<file path="config.mk">
export PLATFORM = sky130hd
export DESIGN_NAME = cpu_sequencer
export DESIGN_NICKNAME = d
export VERILOG_FILES = /design/src/rtl/cpu_pkg.sv /design/src/rtl/mem_wait_timer.sv /design/src/rtl/cpu_sequencer.sv
export SDC_FILE = /design/constraint.sdc
export NUM_CORES = 1
export LEC_CHECK = 0
export ABC_AREA = 1
export BUFFER_PORTS_ARGS = -buffer_cell sky130_fd_sc_hd__buf_4
export CAP_MARGIN = 10
export CORE_ASPECT_RATIO = 0.7
export CORE_MARGIN = 4
export CORE_UTILIZATION = 45
export CTS_CLUSTER_DIAMETER = 200
export DETAILED_ROUTE_END_ITERATION = 10
export MAX_ROUTING_LAYER = met4
export PLACE_DENSITY = 0.72
export SYNTH_ARGS = -nofsm -noshare
export SYNTH_HDL_FRONTEND = slang
export SYNTH_SLANG_ARGS = --single-unit
</file>
<file path="constraint.sdc">
create_clock -name clk -period 1.5 [get_ports clk]
set_clock_uncertainty 0.05 [all_clocks]
set_input_delay 0.225 -clock clk [delete_from_list [all_inputs] [get_ports clk]]
set_output_delay 0.225 -clock clk [all_outputs]
set_load 0.01 [all_outputs]
</file>
<file path="src/rtl/cpu_pkg.sv">
// Shared encodings for the multi-cycle instruction sequencer:
// states, opcode classes, writeback selects and the default memory timeout.
package cpu_pkg;

    typedef enum logic [2:0] {
        S_IDLE   = 3'd0,
        S_FETCH  = 3'd1,
        S_DECODE = 3'd2,
        S_EXEC   = 3'd3,
        S_MEM    = 3'd4,
        S_WB     = 3'd5,
        S_HALT   = 3'd6,
        S_ERR    = 3'd7
    } state_t;

    localparam logic [3:0] OP_NOP   = 4'b0000;
    localparam logic [3:0] OP_LOAD  = 4'b1000;
    localparam logic [3:0] OP_STORE = 4'b1001;
    localparam logic [3:0] OP_BEQ   = 4'b1010;
    localparam logic [3:0] OP_JMP   = 4'b1011;
    localparam logic [3:0] OP_HLT   = 4'b1111;

    localparam logic WB_ALU = 1'b0;
    localparam logic WB_MEM = 1'b1;

    localparam int DEF_WAIT_MAX = 15;

    function automatic logic is_alu_op(input logic [3:0] op);
        return (op >= 4'b0001) && (op <= 4'b0111);
    endfunction

    function automatic logic is_illegal_op(input logic [3:0] op);
        return (op >= 4'b1100) && (op <= 4'b1110);
    endfunction

endpackage

</file>
<file path="src/rtl/mem_wait_timer.sv">
// Counts consecutive not-ready memory cycles; timeout flags the last
// tolerable cycle so the sequencer can divert to ERR on the next edge.
module mem_wait_timer #(
    parameter int WAIT_MAX = 15,
    parameter int CW       = 4
) (
    input  logic clk,
    input  logic rst,
    input  logic i_clr,
    input  logic i_en,
    output logic o_timeout
);

    logic [CW-1:0] r_cnt;

    // Clear wins over count; the counter parks at all-ones rather than wrapping.
    always_ff @(posedge clk or negedge rst) begin
        if (!rst)
            r_cnt <= '0;
        else if (i_clr)
            r_cnt <= '0;
        else if (i_en && (r_cnt != {CW{1'b1}}))
            r_cnt <= r_cnt + 1'b1;
    end

    assign o_timeout = (r_cnt == CW'(WAIT_MAX - 1));

endmodule

</file>
<file path="src/rtl/cpu_sequencer.sv">
// Multi-cycle control FSM: walks the datapath through fetch, decode, execute,
// memory and writeback, emitting per-cycle strobes straight from the state.
module cpu_sequencer
    import cpu_pkg::*;
#(
    parameter int WAIT_MAX = DEF_WAIT_MAX,
    parameter int CW       = 4
) (
    input  logic       clk,
    input  logic       rst,
    input  logic       start,
    input  logic [3:0] opcode,
    input  logic       zero_flag,
    input  logic       mem_ready,
    output logic       ir_load,
    output logic       pc_inc,
    output logic       pc_load,
    output logic       alu_en,
    output logic       reg_write,
    output logic       wb_sel,
    output logic       mem_req,
    output logic       mem_we,
    output logic       illegal_op,
    output logic       halted,
    output logic       bus_err,
    output logic [2:0] state
);

    state_t     r_state;
    state_t     w_next;
    logic [3:0] r_op_q;
    logic       w_timeout;
    logic       w_tmr_clr;
    logic       w_tmr_en;
    logic       w_in_memwait;

    always_ff @(posedge clk or negedge rst) begin
        if (!rst)
            r_state <= S_IDLE;
        else
            r_state <= w_next;
    end

    always_ff @(posedge clk or negedge rst) begin
        if (!rst)
            r_op_q <= OP_NOP;
        else if (r_state == S_DECODE)
            r_op_q <= opcode;
    end

    always_comb begin
        w_next = r_state;
        case (r_state)
            S_IDLE:   if (start) w_next = S_FETCH;
            S_FETCH: begin
                if (mem_ready)      w_next = S_DECODE;
                else if (w_timeout) w_next = S_ERR;
            end
            S_DECODE: begin
                if (opcode == OP_NOP || is_illegal_op(opcode)) w_next = S_FETCH;
                else if (opcode == OP_HLT)                     w_next = S_HALT;
                else                                           w_next = S_EXEC;
            end
            S_EXEC: begin
                if (is_alu_op(r_op_q))                             w_next = S_WB;
                else if (r_op_q == OP_LOAD || r_op_q == OP_STORE)  w_next = S_MEM;
                else                                               w_next = S_FETCH;
            end
            S_MEM: begin
                if (mem_ready)      w_next = (r_op_q == OP_LOAD) ? S_WB : S_FETCH;
                else if (w_timeout) w_next = S_ERR;
            end
            S_WB:     w_next = S_FETCH;
            S_HALT:   if (start) w_next = S_FETCH;
            S_ERR:    w_next = S_ERR;
            default:  w_next = S_IDLE;
        endcase
    end

    always_comb begin
        ir_load    = 1'b0;
        pc_inc     = 1'b0;
        pc_load    = 1'b0;
        alu_en     = 1'b0;
        reg_write  = 1'b0;
        wb_sel     = WB_ALU;
        mem_req    = 1'b0;
        mem_we     = 1'b0;
        illegal_op = 1'b0;
        halted     = 1'b0;
        bus_err    = 1'b0;
        case (r_state)
            S_FETCH: begin
                mem_req = 1'b1;
                ir_load = mem_ready;
                pc_inc  = mem_ready;
            end
            // The IR holds the new instruction during DECODE, before op_q captures it.
            S_DECODE: illegal_op = is_illegal_op(opcode);
            S_EXEC: begin
                alu_en = 1'b1;
                if (r_op_q == OP_JMP)      pc_load = 1'b1;
                else if (r_op_q == OP_BEQ) pc_load = zero_flag;
            end
            S_MEM: begin
                mem_req = 1'b1;
                mem_we  = (r_op_q == OP_STORE);
            end
            S_WB: begin
                reg_write = 1'b1;
                wb_sel    = (r_op_q == OP_LOAD) ? WB_MEM : WB_ALU;
            end
            S_HALT:  halted  = 1'b1;
            S_ERR:   bus_err = 1'b1;
            default: ;
        endcase
    end

    assign w_in_memwait = (r_state == S_FETCH) || (r_state == S_MEM);
    assign w_tmr_en     = w_in_memwait && !mem_ready;
    assign w_tmr_clr    = ((w_next == S_FETCH) || (w_next == S_MEM)) && (w_next != r_state);

    mem_wait_timer #(
        .WAIT_MAX (WAIT_MAX),
        .CW       (CW)
    ) u_wait_timer (
        .clk       (clk),
        .rst       (rst),
        .i_clr     (w_tmr_clr),
        .i_en      (w_tmr_en),
        .o_timeout (w_timeout)
    );

    assign state = r_state;

endmodule
</file>
After elaboration in Yosys (flattened, before gate mapping)
Cells that the tools add are included.
- flip-flop bits (word level): 11
- latch bits: 0
- memory bits (writable): 0
- memory bits (read-only): 0
- input port bits: 9
- output and inout bits: 14
- logic and storage cells: 65
- memories: 0
- add/sub/neg operators: 1
- multipliers: 0
- divide/modulo/power cells: 0
- magnitude comparators: 4
- equality and inequality tests: 17
- shift-type cells: 0
- mux-type cells: 25
- bitwise logic cells: 0
- reduce and logical (&&, ||, !) cells: 15
- operators with widths (kind ; number):
    $mux 3 ; 9
    $eq 4x4->1 const B ; 6
    $pmux 3 s7 ; 1
    $eq 3x3->1 const B ; 5
    $mux 1 ; 13
    $mux 4 ; 2
    $eq 3x1->1 const B ; 2
    $eq 3x2->1 const B ; 2
    $logic_and 1x1->1 ; 5
    $add 4x1->4 const B ; 1
    $ge 4x1->1 const B ; 1
    $ge 4x4->1 const B ; 1
    $le 4x3->1 const B ; 1
    $le 4x4->1 const B ; 1
    $logic_not 4->1 ; 1
    $logic_or 1x1->1 ; 4
    $ne 4x4->1 const B ; 1
    $reduce_or 2->1 ; 2
    $logic_not 3->1 ; 1
    $ne 3x3->1 ; 1
    $reduce_bool 2->1 ; 1
    $logic_not 1->1 ; 1

Longest topological paths before layout
Gate-level depths: netlist of run 1.
- depth after elaboration: 9
- depth in mapped cells: 14

Cells and area by module
Synthesis of run 1 repeated with hierarchy kept, for this count alone.
- cells, all modules: 135
- area, all modules: 894.6 um^2
- by module, submodules not included (module ; instances ; cells each ; area each (um^2)):
    cpu_sequencer ; 1 ; 104 ; 653.1
    mem_wait_timer ; 1 ; 31 ; 241.5

Least setup slack after synthesis of run 1
Ideal clock, no wire load.
- kind: reg2reg
- from: register r_state[2] (netlist: state[2])
- to: register u_wait_timer.r_cnt[1]
- data arrival time: 1409 ps
- data required time: 1337 ps
- setup slack: -72 ps
- stages on the path, launching flop included: 12
- clock period less this slack: 1572 ps
- cells stage by stage: dfrtp_1 > buf_6 > inv_2 > nand3_1 > nor2_1 > inv_1 > nand2_1 > nand2_1 > nand2_1 > nand3_2 > nand2_1 > inv_1
- cells in the longest elaborated chain, start to end: 7
- RTL lines (element ; RTL line ; text):
    from (decl) ; cpu_sequencer.sv:29 ; state_t r_state;
    from (signal assigned) ; cpu_sequencer.sv:41 ; r_state <= w_next;
    $eq 3x3->1 (tied with other cells) ; cpu_sequencer.sv:53 ; case (r_state)
    $reduce_or 2->1 (no source line) (tied with other cells) ; n/a ;
    $pmux 3 s7 ; cpu_sequencer.sv:53 ;
    $eq 3x1->1 or $eq 3x3->1 (tied branches) ; cpu_sequencer.sv:121 ; assign w_tmr_clr = ((w_next == S_FETCH) || (w_next == S_MEM)) && (w_next != r_state);
    $logic_or 1x1->1 ; cpu_sequencer.sv:121 ;
    $logic_and 1x1->1 ; cpu_sequencer.sv:121 ;
    $mux 4 or $reduce_bool 2->1 (tied branches) ; n/a ;
    to (signal assigned) ; mem_wait_timer.sv:23 ; r_cnt <= r_cnt + 1'b1;
    to (decl) ; mem_wait_timer.sv:14 ; logic [CW-1:0] r_cnt;
Parallel ways exist; a longest one is shown, timed or not.
A chain may end at the register's enable or synchronous reset.

Final worst setup path of run 1
- from: register r_state[1] (netlist: state[1])
- to: register u_wait_timer.r_cnt[3]
Same word-level chain as after synthesis.

==> impl_metrics.json, run 1 <==
{
  "power_density_mw_per_mm2": 1790,
  "firstDrtPassIters": 4,
  "overflow": 0,
  "dp_hpwl_um": 1810,
  "syn_area_per_cell_um2": 6.29,
  "yosys.area.top_type": "dfrtp_1",
  "layout_commonest_cell": "buf_4",
  "slew_violations": 0,
  "area_delta_synth_final_pct": 55.3,
  "worstPathMaxFanout": 5,
  "hold_violations": 0,
  "rows": 13,
  "globalplace.congestion": 0.921,
  "die_h_um": 45.1,
  "port_buffers": 22,
  "antenna_found_initial": 0,
  "clkTransAtPathRegs_ns": 0.08,
  "grt_pass1_vias": 911,
  "seq_area_frac_synth_pct": 31.0,
  "setup_viol_count_final": 15,
  "syn_nets": 152,
  "stdcell_count": 210,
  "final_util_pct": 73.6,
  "status": "finished with violations",
  "grt_pass1_wl_um": 4160,
  "cts.sinks": 11,
  "cts_root_buffer": "clkbuf_4",
  "die_area_mm2": 0.00276,
  "nNetsFinal": 200,
  "vias_per_cell": 5.23,
  "peakVddDrop_v": 0.00130,
  "finalWorstSetupSlack_ns": -0.175,
  "cp.arrival_ns": 1.85,
  "final_cell_mix": "buf_4 (40), nand2_1 (37), inv_1 (24), nand3_1 (10)",
  "clkPwrFrac_pct": 8.7,
  "synth_area_um2": 887,
  "hold_path.class": "primary input to register",
  "initial_core_util_pct": 47.4,
  "finalCritPeriodShare_pct": 112,
  "ant_nets": 0,
  "synthCells": 141,
  "drc": 0,
  "swShare_pct": 47.4,
  "fin_crit_ns": 1.67,
  "fillerInstances": 126,
  "grt_max_degree": 12,
  "slowest_stage": "dfrtp_2",
  "synth_top_area_share_pct": 31.0,
  "slew_headroom_pct": 86.8,
  "max_cap_violations": 0,
  "drt-initial-drc-count": 73,
  "p_comb_share_pct": 69.1,
  "numCtsBuffers": 3,
  "drive_above_1_share_pct": 44.7,
  "routed_wirelength_um": 2830,
  "p_int_mw": 1.30,
  "tightest_slew_ns": 0.197,
  "htreeDepth": 1,
  "vias": 1098,
  "place_inst": 194,
  "critPathKind": "register to register",
  "rsz0062_at_grt": "yes",
  "critPathRequiredTime_ns": 1.68,
  "p_switching_mw": 1.17,
  "cts_tree": "yes",
  "violations": "negative setup slack",
  "path_cells": "nor2_4 > nand2_2 > buf_6 > nand2_4 > nand2_2 > inv_2 > nand3_2 > nor2_2 > xor2_1 > nand2_2 > inv_2",
  "timing.fmax_ghz": 0.597,
  "yosys_warnings": 0,
  "fp.coreArea_mm2": 0.00187,
  "ys_types": 19,
  "synth_seq_cells": 11,
  "max-clock-path-buffers": 2,
  "io_pins": 23,
  "synth.area.top_cells": "dfrtp_1 (31%), nand2_1 (18%), inv_1 (12%), nand3_1 (7.9%), nor2_1 (4.7%)",
  "cpPeakStageDelay_ns": 0.47,
  "total_power_mw": 2.47,
  "grtUsageTotal_pct": 21.6,
  "critPathMostFrequentCell": "nand2_2",
  "start_kind": "register",
  "n_antenna_cell": 0,
  "fp.dieW_um": 61.1,
  "power_frac_seq_pct": 22.2,
  "cp-end-kind": "register",
  "p_leak_nw": 0.822,
  "clock_latency_ns": 0.28,
  "wl_per_cell_um": 13.5
}
[worst paths after layout]
check / startpoint / endpoint / slack (ns) / depth (start not counted)
hold reg to reg: r_op_q[2] / r_op_q[2] / 0.44 / 2
setup reg to reg: state[1] / u_wait_timer.r_cnt[3] / -0.17 / 11
setup / recovery: state[1] / u_wait_timer.r_cnt[3] / -0.17 / 11
min in group asynchronous: rst / u_wait_timer.r_cnt[3] / 0.27 / 2
hold / removal: opcode[0] / r_op_q[0] / 0.14 / 3
max in group asynchronous: rst / state[2] / 0.97 / 2
[state kept, by name (all words and copies together), names as in the netlist]
register            count
u_wait_timer.r_cnt      4
r_op_q                  4
state                   3
[what timing repair did]
item | in CTS | in global routing
pin swaps | 8 | 10
hold endpoints to repair | 11 | 0
hold buffers | 1 | 0
endpoints found under the setup margin | 14 | 18
buffers inserted | 7 | 5
gates resized for setup | 15 | 19
[power by group through the flow]
stage               Clock, mW  Combinational, mW  Sequential, mW
detailed placement          0               1.27           0.553
CTS                     0.220               1.49           0.534
global placement            0               1.24           0.551
floorplan                   0              0.805           0.537
global route            0.239               1.87           0.562
finish                  0.214               1.70           0.548
[layer usage]
metal | global-route usage [%] | up-vias | wire [um] | share of wire, %
met5 | - | - | 0 | 0
met4 | 6.49 | 0 | 56 | 2.0
met3 | 6.57 | 10 | 256 | 9.1
met2 | 30.4 | 57 | 1240 | 44
met1 | 29.7 | 501 | 1270 | 45
li1 | - | 530 | - | -
[synthesized netlist by cell type (all sizes together)]
library cell  count
inv              32
xnor2             1
nor3              2
nand3            16
nor2             16
o21ai             7
nand4             3
o2111ai           1
dfrtp            11
nand2            45
buf               3
ha                2
o211ai            1
xor2              1
[logic make-up (layout without fill, tap and decap cells)]
| group | Yosys count | in the layout | synth area share (%) |
|---|---|---|---|
| fa+ha+maj | 2 | 2 | 2.82 |
| xor+xnor | 2 | 2 | 1.97 |
| buf+inv | 35 | 82 | 16.9 |
| flops | 11 | 11 | 31.0 |
| simple gates | 82 | 82 | 41.5 |
| compound gates | 9 | 9 | 5.78 |
[worst max-delay path: cells and delay by family (launching register included)]
family | cells | cell delay (ns)
DFF | 1 | 0.47
and+or+nand+nor | 7 | 0.63
xor gates and xnor gates | 1 | 0.20
buffers and inverters | 3 | 0.27
[final cells by class]
type                            count  area (um^2)  share of cell area, %
Tap cell                           22         27.5                   2.00
Inverter                           32          128                   9.26
Clock buffer                        3         22.5                   1.63
Timing Repair Buffer               46          367                   26.6
Clock inverter                      1         5.00                  0.363
Sequential cell                    11          279                   20.3
Multi-Input combinational cell     95          549                   39.9
[through the flow]
| step | setup WS (ns) | TNS (ns) | hold WS, ns | instance area [um^2] |
|---|---|---|---|---|
| floorplan | 0.00758 | 0 | -0.121 | 898 |
| global placement | -0.106 | -0.361 | 0.0196 | 1150 |
| detailed placement | -0.124 | -0.461 | 0.0211 | 1150 |
| CTS | -0.113 | -0.935 | 0.139 | 1290 |
| global route | -0.272 | -2.69 | 0.141 | 1380 |
| finish | -0.175 | -1.57 | 0.145 | 1380 |
Note: power is estimated with default switching activity, not from simulation.
==> inputs of run 2 (changes only) <==
CELL_PAD_IN_SITES_DETAIL_PLACEMENT = 1   (was unset)
CELL_PAD_IN_SITES_GLOBAL_PLACEMENT = 2   (was unset)
CORE_UTILIZATION = 24   (was 45)
PLACE_DENSITY = unset   (was 0.72)
PLACE_DENSITY_LB_ADDON = 0.1   (was unset)
==> run 2 against run 1 <==
Net effect: clock power increased by 45%; cell area is 25% higher; count of clock-buffer cells in the layout unchanged; wire length up 19%; register-to-register slack better by 0.03 ns; largest cell class unchanged; non-clock buffer count grew 15; the flow still finishes with violations (negative setup slack); hold slack improved by 0.017 ns; core utilization fell by 25 points; fmax is 1.7% higher; first-iteration DRC count fell by 67%; highest routed layer unchanged; sequential cell count unchanged; sequential power increased by 4.9%.
==> impl_metrics.json, run 2 (same netlist as run 1, synthesis figures left out) <==
{
  "cp.arrival_ns": 1.37,
  "setup_viol_count_final": 13,
  "tightest_slew_ns": 0.301,
  "placedInstanceArea_mm2": 0.00127,
  "max-clock-path-buffers": 2,
  "final_util_pct": 48.8,
  "r2r_cells": 10,
  "slew_headroom_pct": 79.8,
  "path_cells": "nand2_2 > nor2_4 > buf_6 > o2111ai_2 > nor2_1 > buf_4",
  "htreeDepth": 1,
  "grt_pass1_wl_um": 5350,
  "io_pins": 23,
  "fillerInstances": 441,
  "grtUsageTotal_pct": 15.2,
  "area_delta_synth_final_pct": 94.6,
  "start_kind": "register",
  "routed_wirelength_um": 3360,
  "vias_per_cell": 4.39,
  "clkTransAtPathRegs_ns": 0.05,
  "grt_max_degree": 12,
  "final_cell_mix": "buf_4 (38), nand2_1 (29), buf_6 (22), inv_1 (18), nand2_2 (13)",
  "cts_tree": "yes",
  "cts_root_buffer": "clkbuf_8",
  "fp.coreArea_mm2": 0.00354,
  "total_power_mw": 3.16,
  "cpPeakStageDelay_ns": 0.47,
  "critPathKind": "register to output port",
  "critPathRequiredTime_ns": 1.22,
  "nNetsFinal": 215,
  "overflow": 0,
  "peakVddDrop_v": 0.000718,
  "initial_core_util_pct": 25.1,
  "violations": "negative setup slack",
  "p_leak_nw": 0.923,
  "rows": 18,
  "slew_violations": 0,
  "max_cap_violations": 0,
  "power_density_mw_per_mm2": 1830,
  "reg2reg_slack_ns": -0.14,
  "globalplace.congestion": 0.808,
  "hold_violations": 0,
  "die_h_um": 58.9,
  "port_buffers": 22,
  "slowest_stage": "dfrtp_2",
  "hold_path.class": "primary input to register",
  "drt-initial-drc-count": 24,
  "cts.sinks": 11,
  "dp_hpwl_um": 2450,
  "grt_pass1_vias": 1111,
  "die_area_mm2": 0.00475,
  "drc": 0,
  "numCtsBuffers": 3,
  "finalCritPeriodShare_pct": 110,
  "fin_crit_ns": 1.65,
  "n_antenna_cell": 0,
  "fp.dieW_um": 80.7,
  "design_area_mm2": 0.00173,
  "antenna_found_initial": 0,
  "layout.area.seq_um2": 279,
  "vias": 1111,
  "multi_input_area_um2": 671,
  "timing.fmax_ghz": 0.607,
  "status": "finished with violations",
  "cp-end-kind": "output port",
  "holdPathStages": 3,
  "drive_above_1_share_pct": 59.6,
  "firstDrtPassIters": 2,
  "finalWorstSetupSlack_ns": -0.146,
  "layout_commonest_cell": "buf_4",
  "cp.depth": 6,
  "crit_family": "flip-flops",
  "worstPathMaxFanout": 6,
  "clock_latency_ns": 0.24,
  "tns_ns": -1.25,
  "wl_per_cell_um": 13.3,
  "ant_nets": 0,
  "path_buf_inv": 2,
  "rsz0062_at_grt": "yes"
}
[run 2: cell types whose count changed in the layout (fill, tap and decap cells not counted), sizes merged]
cell,change
buf,+15
[run 2: cell type report]
cell class / count / share of cell area, %
Sequential cell: 11 / 16.2
Clock inverter: 1 / 0.290
Inverter: 32 / 7.25
Clock buffer: 3 / 2.39
Timing Repair Buffer: 61 / 31.4
Multi-Input combinational cell: 95 / 38.8
Tap cell: 50 / 3.62
[run 2: where the power goes]
| group | total [mW] | switching [mW] | internal, mW |
|---|---|---|---|
| logic | 2.28 | 1.17 | 1.11 |
| registers | 0.575 | 0.158 | 0.416 |
| clock network | 0.311 | 0.127 | 0.183 |
| total | 3.16 | 1.46 | 1.71 |
[run 2: worst paths after layout]
check	start	end
setup reg to reg	state[2]	u_wait_timer.r_cnt[3]
max in group asynchronous	rst	state[1]
hold / removal	opcode[0]	r_op_q[0]
hold reg to reg	r_op_q[2]	r_op_q[2]
setup / recovery	state[0]	pc_load
min in group asynchronous	rst	u_wait_timer.r_cnt[0]
[run 2: what timing repair did]
item,4_1_cts,5_1_grt
hold buffers,1,0
setup endpoints to repair,15,18
pin swaps,7,27
endpoints found under the hold margin,11,0
gates resized for setup,26,57
buffers inserted,10,10
[run 2: metal layers]
metal | wire length, um | vias to the layer above | part of all wire (%) | GRT usage (%)
met5 | 0 | - | 0 | -
met4 | 13 | 0 | 0.39 | 2.17
met3 | 98 | 2 | 2.9 | 3.82
met2 | 1550 | 19 | 46 | 22.4
met1 | 1700 | 531 | 50 | 21.6
li1 | - | 559 | - | -
[run 2: stage by stage]
step | std cells | hold WS, ns | setup WS [ns]
finish | 253 | 0.162 | -0.146
detailed placement | 233 | 0.0246 | -0.192
global placement | 233 | 0.0236 | -0.237
floorplan | 141 | -0.121 | 0.00758
global route | 253 | 0.216 | -0.255
CTS | 248 | 0.163 | -0.123
[run 2: worst min-delay path: stages]
cell     delay (ns)
buf_4          0.09
nand2_1        0.04
o21ai_0        0.06
